File: config.mk
export PLATFORM = sky130hd
export DESIGN_NAME = elm_hidden_sequencer
export DESIGN_NICKNAME = d
export VERILOG_FILES = /design/src/rtl/elm_pkg.sv /design/src/rtl/elm_idx_counter.sv /design/src/rtl/elm_hidden_sequencer.sv
export SDC_FILE = /design/constraint.sdc
export NUM_CORES = 1
export LEC_CHECK = 0
export CAP_MARGIN = 25
export CORE_ASPECT_RATIO = 1.2
export CORE_UTILIZATION = 24
export CTS_BUF_LIST = sky130_fd_sc_hd__clkbuf_8
export DETAILED_ROUTE_END_ITERATION = 8
export PLACE_DENSITY_LB_ADDON = 0.12
export SLEW_MARGIN = 20
export SYNTH_ARGS = -nofsm -noshare
export SYNTH_HDL_FRONTEND = slang
export SYNTH_HIERARCHICAL = 1
export SYNTH_SLANG_ARGS = --single-unit
File: constraint.sdc
create_clock -name clk -period 2.5 [get_ports clk]
set_clock_uncertainty 0.1 [all_clocks]
set_input_delay 0.25 -clock clk [delete_from_list [all_inputs] [get_ports clk]]
set_output_delay 0.25 -clock clk [all_outputs]
set_load 0.005 [all_outputs]
File: src/rtl/elm_pkg.sv
// Shared definitions for the ELM hidden-layer sequencer: state encoding,
// default geometry and the width helpers used to size the counters.
package elm_pkg;

  localparam logic [2:0] ST_IDLE = 3'd0;
  localparam logic [2:0] ST_CLR  = 3'd1;
  localparam logic [2:0] ST_MAC  = 3'd2;
  localparam logic [2:0] ST_ACT  = 3'd3;
  localparam logic [2:0] ST_WB   = 3'd4;
  localparam logic [2:0] ST_FIN  = 3'd5;

  typedef enum logic [2:0] {
    IDLE = ST_IDLE,
    CLR  = ST_CLR,
    MAC  = ST_MAC,
    ACT  = ST_ACT,
    WB   = ST_WB,
    FIN  = ST_FIN
  } state_t;

  localparam int N_IN_DEF    = 32'sd16;
  localparam int N_HID_DEF   = 32'sd32;
  localparam int ACT_LAT_DEF = 32'sd2;

  function automatic int clog2(input int v);
    int r;
    r = 32'sd0;
    for (int i = 0; i < 31; i++) begin
      if ((32'sd2 ** i) < v) begin
        r = i + 32'sd1;
      end else begin
        r = r;
      end
    end
    return r;
  endfunction

  // A modulo-1 counter still needs one physical bit.
  function automatic int idx_w(input int n);
    return (clog2(n) < 32'sd1) ? 32'sd1 : clog2(n);
  endfunction

endpackage

File: src/rtl/elm_idx_counter.sv
// Modulo-N index counter with synchronous clear; terminal is the carry out of
// an offset add, so it rises exactly when value == N-1 for any N.
module elm_idx_counter
  import elm_pkg::*;
#(
  parameter int N = 16,
  parameter int W = idx_w(N)
) (
  input  logic         clk,
  input  logic         rst,
  input  logic         clr,
  input  logic         inc,
  output logic [W-1:0] value,
  output logic         terminal
);

  localparam int            OFS    = (2 ** W) - N + 1;
  localparam logic [W:0]    OFS_V  = OFS[W:0];
  localparam int            OFS_M1 = (2 ** W) - N;
  localparam logic [W-1:0]  OFS_M1_V = OFS_M1[W-1:0];

  logic [W-1:0] value_r;
  logic [W:0]   sum_s;
  logic [W-1:0] next_s;

  // Offset domain: the add carries out at N-1, and removing OFS-1 gives value+1.
  always_comb begin
    sum_s    = {1'b0, value_r} + OFS_V;
    next_s   = sum_s[W-1:0] - OFS_M1_V;
    terminal = sum_s[W];
  end

  // Index register: clear wins over increment, wrap to zero at the terminal value.
  always_ff @(posedge clk) begin
    if (rst) begin
      value_r <= '0;
    end else if (clr) begin
      value_r <= '0;
    end else if (inc) begin
      value_r <= terminal ? '0 : next_s;
    end else begin
      value_r <= value_r;
    end
  end

  assign value = value_r;

endmodule

File: src/rtl/elm_hidden_sequencer.sv
// Control FSM for the ELM hidden layer: walks N_HID neurons through
// clear / multiply-accumulate / activation / write-back on the shared datapath.
module elm_hidden_sequencer
  import elm_pkg::*;
#(
  parameter int N_IN    = N_IN_DEF,
  parameter int N_HID   = N_HID_DEF,
  parameter int ACT_LAT = ACT_LAT_DEF,
  parameter int IN_W    = clog2(N_IN),
  parameter int HID_W   = idx_w(N_HID),
  parameter int ADDR_W  = clog2(N_IN * N_HID)
) (
  input  logic              clk,
  input  logic              rst,
  input  logic              start,
  input  logic              abort,
  input  logic              in_valid,
  output logic              busy,
  output logic              done,
  output logic              acc_clr,
  output logic              mac_en,
  output logic [IN_W-1:0]   in_addr,
  output logic [ADDR_W-1:0] w_addr,
  output logic              act_en,
  output logic              h_we,
  output logic [HID_W-1:0]  h_addr
);

  localparam int WT_W = idx_w(ACT_LAT);

  state_t            state_r;
  state_t            state_s;
  logic              cnt_clr_s;
  logic              in_inc_s;
  logic              hid_inc_s;
  logic              wt_inc_s;
  logic              w_inc_s;
  logic              in_term_s;
  logic              hid_term_s;
  logic              wt_term_s;
  logic [WT_W-1:0]   wt_val_s;
  logic [ADDR_W-1:0] w_addr_r;

  elm_idx_counter #(.N(N_IN), .W(IN_W)) u_in_cnt (
    .clk      (clk),
    .rst      (rst),
    .clr      (cnt_clr_s),
    .inc      (in_inc_s),
    .value    (in_addr),
    .terminal (in_term_s)
  );

  elm_idx_counter #(.N(N_HID), .W(HID_W)) u_hid_cnt (
    .clk      (clk),
    .rst      (rst),
    .clr      (cnt_clr_s),
    .inc      (hid_inc_s),
    .value    (h_addr),
    .terminal (hid_term_s)
  );

  elm_idx_counter #(.N(ACT_LAT), .W(WT_W)) u_wait_cnt (
    .clk      (clk),
    .rst      (rst),
    .clr      (cnt_clr_s),
    .inc      (wt_inc_s),
    .value    (wt_val_s),
    .terminal (wt_term_s)
  );

  // Next-state and counter-control decode; abort from any busy state overrides the walk.
  always_comb begin
    state_s   = state_r;
    cnt_clr_s = 1'b0;
    in_inc_s  = 1'b0;
    hid_inc_s = 1'b0;
    wt_inc_s  = 1'b0;
    w_inc_s   = 1'b0;
    if (abort && (state_r != IDLE)) begin
      state_s   = IDLE;
      cnt_clr_s = 1'b1;
    end else begin
      case (state_r)
        IDLE: begin
          if (start) begin
            state_s   = CLR;
            cnt_clr_s = 1'b1;
          end else begin
            state_s = IDLE;
          end
        end
        CLR: state_s = MAC;
        MAC: begin
          if (in_valid) begin
            in_inc_s = 1'b1;
            // Hold on the very last weight so w_addr never wraps mid-pass.
            w_inc_s  = !(in_term_s && hid_term_s);
            state_s  = in_term_s ? ACT : MAC;
          end else begin
            state_s = MAC;
          end
        end
        ACT: begin
          wt_inc_s = 1'b1;
          state_s  = wt_term_s ? WB : ACT;
        end
        WB: begin
          if (hid_term_s) begin
            state_s = FIN;
          end else begin
            hid_inc_s = 1'b1;
            state_s   = CLR;
          end
        end
        FIN: state_s = IDLE;
        default: begin
          state_s   = IDLE;
          cnt_clr_s = 1'b1;
        end
      endcase
    end
  end

  // State register.
  always_ff @(posedge clk) begin
    if (rst) begin
      state_r <= IDLE;
    end else begin
      state_r <= state_s;
    end
  end

  // Weight address runs alongside the input index across neuron boundaries.
  always_ff @(posedge clk) begin
    if (rst) begin
      w_addr_r <= '0;
    end else if (cnt_clr_s) begin
      w_addr_r <= '0;
    end else if (w_inc_s) begin
      w_addr_r <= w_addr_r + ADDR_W'(1);
    end else begin
      w_addr_r <= w_addr_r;
    end
  end

  assign busy    = (state_r != IDLE);
  assign done    = (state_r == FIN);
  assign acc_clr = (state_r == CLR);
  assign mac_en  = (state_r == MAC) && in_valid;
  assign act_en  = (state_r == ACT) && (wt_val_s == '0);
  assign h_we    = (state_r == WB);
  assign w_addr  = w_addr_r;

endmodule

==> results of run 1 <==
flip-flops by register name, indices dropped and copies added, names as in the netlist:
register,flops
w_addr,9
u_wait_cnt/value,1
state_r,3
u_in_cnt/value,4
u_hid_cnt/value,5
report_power, final:
group | total, W | switching [W] | leakage (nW) | internal (W)
sequential | 0.000362 | 0.00000859 | 0.177 | 0.000354
clock | 0.000335 | 0.000121 | 0.0357 | 0.000214
combinational | 0.0000792 | 0.0000396 | 0.311 | 0.0000396
total | 0.000776 | 0.000169 | 0.524 | 0.000607
worst max-delay path: cells and delay by family, from the launching register on:
kind	cells	cell delay, ps
compound gates	2	390
fa+ha+maj	1	240
flops	1	360
simple gates	3	1050
routing by layer:
| metal | vias to the layer above | global-route usage | wire (um) |
|---|---|---|---|
| met1 | 485 | 0.143 | 1290 |
| met2 | 19 | 0.195 | 1320 |
| li1 | 536 | - | - |
| met3 | 2 | 0.0216 | 91 |
| met5 | - | 0 | 0 |
| met4 | 0 | 0.0319 | 15 |
cells by family after synthesis:
family	share of synthesized area
adder cells (fa/ha/maj)	0.0403
flip-flops	0.373
XOR/XNOR	0.0741
AND/OR/NAND/NOR	0.332
multiplexers	0.0254
buffers and inverters	0.0445
AO/OA/AOI/OAI	0.111
per-stage QoR:
stage	power (W)	utilization	setup WS, ps	hold slack (ps)
final	0.000776	0.341	301	387
after global routing	0.000815	0.341	155	429
after CTS	0.000792	0.341	300	393
after detailed placement	0.000450	0.326	304	381
after global placement	0.000451	0.326	316	371
after floorplan	0.000416	-	414	215
final cells by class:
type / instances / area [um^2]
multi-input cells: 104 / 688
well taps: 58 / 72.6
flip-flops and latches: 22 / 440
fillers: 497 / 3070
repair buffers: 31 / 303
clock inverters: 1 / 30.0
clock buffers: 3 / 41.3
inverters: 4 / 15.0
final timing paths:
| check | start | end | slack (ps) | cells past startpoint |
|---|---|---|---|---|
| max | u_in_cnt/value[0] | w_addr[8] | 300 | 6 |
| min | w_addr[8] | w_addr[8] | 390 | 2 |
| max reg2reg | u_in_cnt/value[0] | w_addr[8] | 300 | 6 |
| min reg2reg | w_addr[8] | w_addr[8] | 390 | 2 |
cell usage in the layout (no fill, tap or decap), types with 4 or more instances in the layout:
cell and n:
a21oi_1 6, clkdlybuf4s50_1 28, dfxtp_1 22, inv_1 4
nand2_1 10, nand3_1 4, nor2_1 16, nor3_1 7
or3_1 6, xnor2_1 5, xor2_1 5
==> results.toml, run 1 <==
[power_and_ir_drop]
power_leakage_nw = 0.524
ir_worst_vdd_uv = 245
power_per_cell_area_mw_per_mm2 = 488

[logic_synthesis]
ys_top_cells_by_count = "dfxtp_1, nor2_1, nand2_1"
yosys.cell_count.top_type = "dfxtp_1"
synth_area_leaders = "dfxtp_1, nor2_1, xnor2_1"
async_flop_share = 0
synthesis.nets = 144
avgSynthCellArea_um2 = 8.68
synth_edf_count = 0
syn_area_mm2 = 0.00118
seq_area_frac_synth = 0.373
syn_inst = 136
netlist-cell-type-count = 41
ys_warn_count = 6
yosys.area.top_type_share = 0.373
synth_flop_cell = "dfxtp_1"
synth_top_area_cell = "dfxtp_1"
synth-seq-cells = 22

[cells_and_area]
final_cells = 223
area_growth_syn_to_layout_pct = 34.6
drive_gt1_frac = 0.109
final_nets = 174
finish.instance_area_mm2 = 0.00159
antenna_cells = 0

[grt]
globalRouteOverflowTotal = 0
grt_max_degree = 14
grt.total_usage = 0.114
grt_pass1_wl_um = 4650
antenna_found_initial = 0
grt_pass1_vias = 991

[clock_tree]
cts_buffer_depth = 2
root_buffer = "clkbuf_8"
cts_resized = 0
cts_tree = "done"
post_cts.repair.setup_buffers = 0
cts_buffers = 3
clock_sinks = 22
insertion_delay_ps = 260
hold_buffers = 0
clk_pin_slew_worst_paths_ps = 90
htree_levels = 1

[floorplanning]
start_util = 0.253
fp.dieW_um = 66.0
die_h_um = 78.9
die-area_mm2 = 0.00521
ios = 29
num_rows = 27
fp.coreArea_mm2 = 0.00466

[worst_setup_path]
max_stage_delay_ps = 470
cp.arrival_ps = 2300
path_max_fanout = 6
cp-end-kind = "flop"
crit_type = "reg -> reg"
worstPathRequired_ps = 2600
cp_slowest_cell = "or4_1"
path_cells = "ha_1, and3_1, a21bo_2, or3_4, or4_1, a21oi_1"
worstSetupStartpointType = "flop"

[timing]
slew_headroom = 0.673
tns_ps = 0
tightest_slew_ps = 490
maxSlewViolCount = 0
fin_crit_sh = 0.880
rsz0062_at_grt = "false"
setup_viol = 0
fmax_mhz = 455
min_period_ps = 2200
hold_viol = 0

[placement]
dp_cells = 219
place.detailed.hpwl_um = 2060
gp_congestion = 0.743
port-buffer-count = 28
dpl_cell_area_mm2 = 0.00152

[route]
wl_um = 2720
wl_per_cell_um = 12.2
antenna_left = 0
drc = 0
initialDrtViolationCount = 35
vias_per_cell = 4.67
route.vias.total = 1042
detail_route.first_pass.iterations = 4

[job]
maxCapViolations = 0

[worst_hold_path]
hold_class = "reg -> reg"

[run_status]
outcome = "finished clean"
Power figures use the tool's default switching activity.
==> run 2, diff against run 1 <==
--- a/config.mk
+++ b/config.mk
@@ -10,7 +10,7 @@
 export CORE_UTILIZATION = 24
 export CTS_BUF_LIST = sky130_fd_sc_hd__clkbuf_8
 export DETAILED_ROUTE_END_ITERATION = 8
-export PLACE_DENSITY_LB_ADDON = 0.12
+export PLACE_DENSITY = 0.5
 export SLEW_MARGIN = 20
 export SYNTH_ARGS = -nofsm -noshare
 export SYNTH_HDL_FRONTEND = slang
==> run 2 against run 1 <==
  * Power shrank 9.3%
  * Sequential cell count is the same
  * Count of clock-buffer cells in the layout grew 1
  * Global-route usage shrank 0.61 points
  * Worst hold slack gained 11 ps
  * Critical path type unchanged
  * Critical path depth is the same
  * Wire length grew 1.5%
  * Utilization shrank 0.19 points
  * Largest power group unchanged
  * Register-to-register slack lost 30 ps
  * Cell count grew 0.45%
  * Non-clock buffer count grew 1
  * Via count grew 1.7%
==> results.toml, run 2 (synthesis results as in run 1) <==
[timing]
fin_ws_ps = 273
hold_viol = 0
slew_headroom = 0.700
setup_viol = 0
fin_crit_sh = 0.891
fmax_mhz = 449
fin_hold_ws_ps = 398
rsz0062_at_grt = "false"
tightest_slew_ps = 448
min_period_ps = 2230
tns_ps = 0
maxSlewViolCount = 0

[worst_setup_path]
critPathTopFamily = "simple AND/OR/NAND/NOR gates"
max_stage_delay_ps = 470
r2r_end = "w_addr[8]"
cp-end-kind = "flop"
crit_type = "reg -> reg"
cp.arrival_ps = 2320
timing.rr.start = "u_in_cnt/value[0]"
cp_slowest_cell = "or4_1"
reg2regPathDepth = 6
reg2reg_slack_ps = 270
worstSetupStartpointType = "flop"
path_max_fanout = 6
path_cells = "ha_1, and3_1, a21bo_2, or3_4, or4_1, a21oi_1"
cp_num_buf_inv = 0
worstSetupPathDepth = 6
worstPathRequired_ps = 2590

[power_and_ir_drop]
pwr-share-seq = 0.514
combPwrFrac = 0.115
intPower_w = 0.000534
power.switching_w = 0.000169
ir_worst_vdd_uv = 195
power_per_cell_area_mw_per_mm2 = 445
netSwitchingFraction = 0.241
power_leakage_nw = 0.522
clkPwrFrac = 0.371

[worst_hold_path]
holdPathStages = 2
hold_end = "w_addr[8]"
min_from = "w_addr[8]"
hold_class = "reg -> reg"

[cells_and_area]
final_cells = 224
final_nets = 175
antenna_cells = 0
regArea_um2 = 440
area_growth_syn_to_layout_pct = 33.9
final_common_cell = "clkdlybuf4s50_1"
mostFrequentLayoutCells = "clkdlybuf4s50_1, dfxtp_1, nor2_1"
fin_util = 0.339
drive_gt1_frac = 0.114
multiInputGateArea_um2 = 688
largest_register_ffs = 9
fillCellCount = 482

[floorplanning]
fp.coreArea_mm2 = 0.00466
num_rows = 27
start_util = 0.253
die-area_mm2 = 0.00521
ios = 29
fp.dieW_um = 66.0
die_h_um = 78.9

[grt]
grt_pass1_wl_um = 4460
grt_max_degree = 13
grt.total_usage = 0.108
antenna_found_initial = 0
globalRouteOverflowTotal = 0
grt_pass1_vias = 1037

[clock_tree]
htree_levels = 1
clock_sinks = 22
root_buffer = "clkbuf_8"
cts_buffers = 3
post_cts.repair.setup_buffers = 0
hold_buffers = 0
clk_pin_slew_worst_paths_ps = 80
cts_buffer_depth = 2
insertion_delay_ps = 260
cts_tree = "done"
cts_resized = 0

[route]
vias_per_cell = 4.73
detail_route.first_pass.iterations = 4
antenna_left = 0
wl_um = 2760
initialDrtViolationCount = 34
drc = 0
wl_per_cell_um = 12.3
route.vias.total = 1060

[placement]
dp_cells = 220
place.detailed.hpwl_um = 2030
port-buffer-count = 28
gp_congestion = 0.744
dp_slack_ps = 295

[run_status]
outcome = "finished clean"

[job]
maxCapViolations = 0
[run 2: changes by cell type in the layout (fill, tap and decap cells not counted)]
cell / previous run / this run
clkbuf_8: 3 / 4
buf_4: 3 / 4
bufinv_16: 1 / 0
[run 2: worst min-delay path, cell delays in order, from the launching register on]
cell and delay [ps]:
dfxtp_1 330, o31ai_1 70, a21oi_1 60
[run 2: power groups by stage]
stage,clock network [W],registers (W),logic [W]
2_1_floorplan,0,0.000363,0.0000521
3_3_place_gp,0,0.000370,0.0000801
3_5_place_dp,0,0.000370,0.0000813
4_1_cts,0.000270,0.000362,0.0000816
5_1_grt,0.000287,0.000363,0.0000883
6_report,0.000261,0.000362,0.0000806
[run 2: how the worst max path moves through the flow]
| stage | start | endpoint | slack [ps] |
|---|---|---|---|
| final | u_in_cnt/value[0] | w_addr[8] | 270 |
| after global routing | state_r[1] | act_en | 150 |
| after CTS | u_in_cnt/value[0] | w_addr[8] | 270 |
| after detailed placement | u_in_cnt/value[0] | w_addr[8] | 290 |
| after global placement | u_in_cnt/value[0] | w_addr[8] | 320 |
| after floorplan | u_in_cnt/value[0] | w_addr[8] | 410 |
[run 2: final cells by class]
class / count / share of cell area
multi-input combinational: 104 / 0.435
sequential: 22 / 0.278
timing repair buffer: 32 / 0.196
tap: 58 / 0.0459
clock buffer: 4 / 0.0348
inverter: 4 / 0.00949
[run 2: per-stage QoR]
stage / total power, W / instance area (um^2)
finish: 0.000704 / 1580
global route: 0.000738 / 1580
CTS: 0.000714 / 1580
detailed placement: 0.000452 / 1530
global placement: 0.000450 / 1530
floorplan: 0.000416 / 1180
[run 2: metal layers]
metal | up-vias | GRT usage | wire (um)
met5 | - | 0 | 0
met1 | 499 | 0.128 | 1310
met4 | 0 | 0.0255 | 17
li1 | 538 | - | -
met2 | 21 | 0.195 | 1310
met3 | 2 | 0.0216 | 116
==> run 3, diff against run 2 <==
--- a/config.mk
+++ b/config.mk
@@ -5,12 +5,13 @@
 export SDC_FILE = /design/constraint.sdc
 export NUM_CORES = 1
 export LEC_CHECK = 0
-export CAP_MARGIN = 25
+export CAP_MARGIN = 0
 export CORE_ASPECT_RATIO = 1.2
 export CORE_UTILIZATION = 24
 export CTS_BUF_LIST = sky130_fd_sc_hd__clkbuf_8
 export DETAILED_ROUTE_END_ITERATION = 8
 export PLACE_DENSITY = 0.5
+export SETUP_SLACK_MARGIN = 0.1
 export SLEW_MARGIN = 20
 export SYNTH_ARGS = -nofsm -noshare
 export SYNTH_HDL_FRONTEND = slang
==> results of run 3 <==
Same layout as run 2: the final DEF is identical, and so are final timing and power.
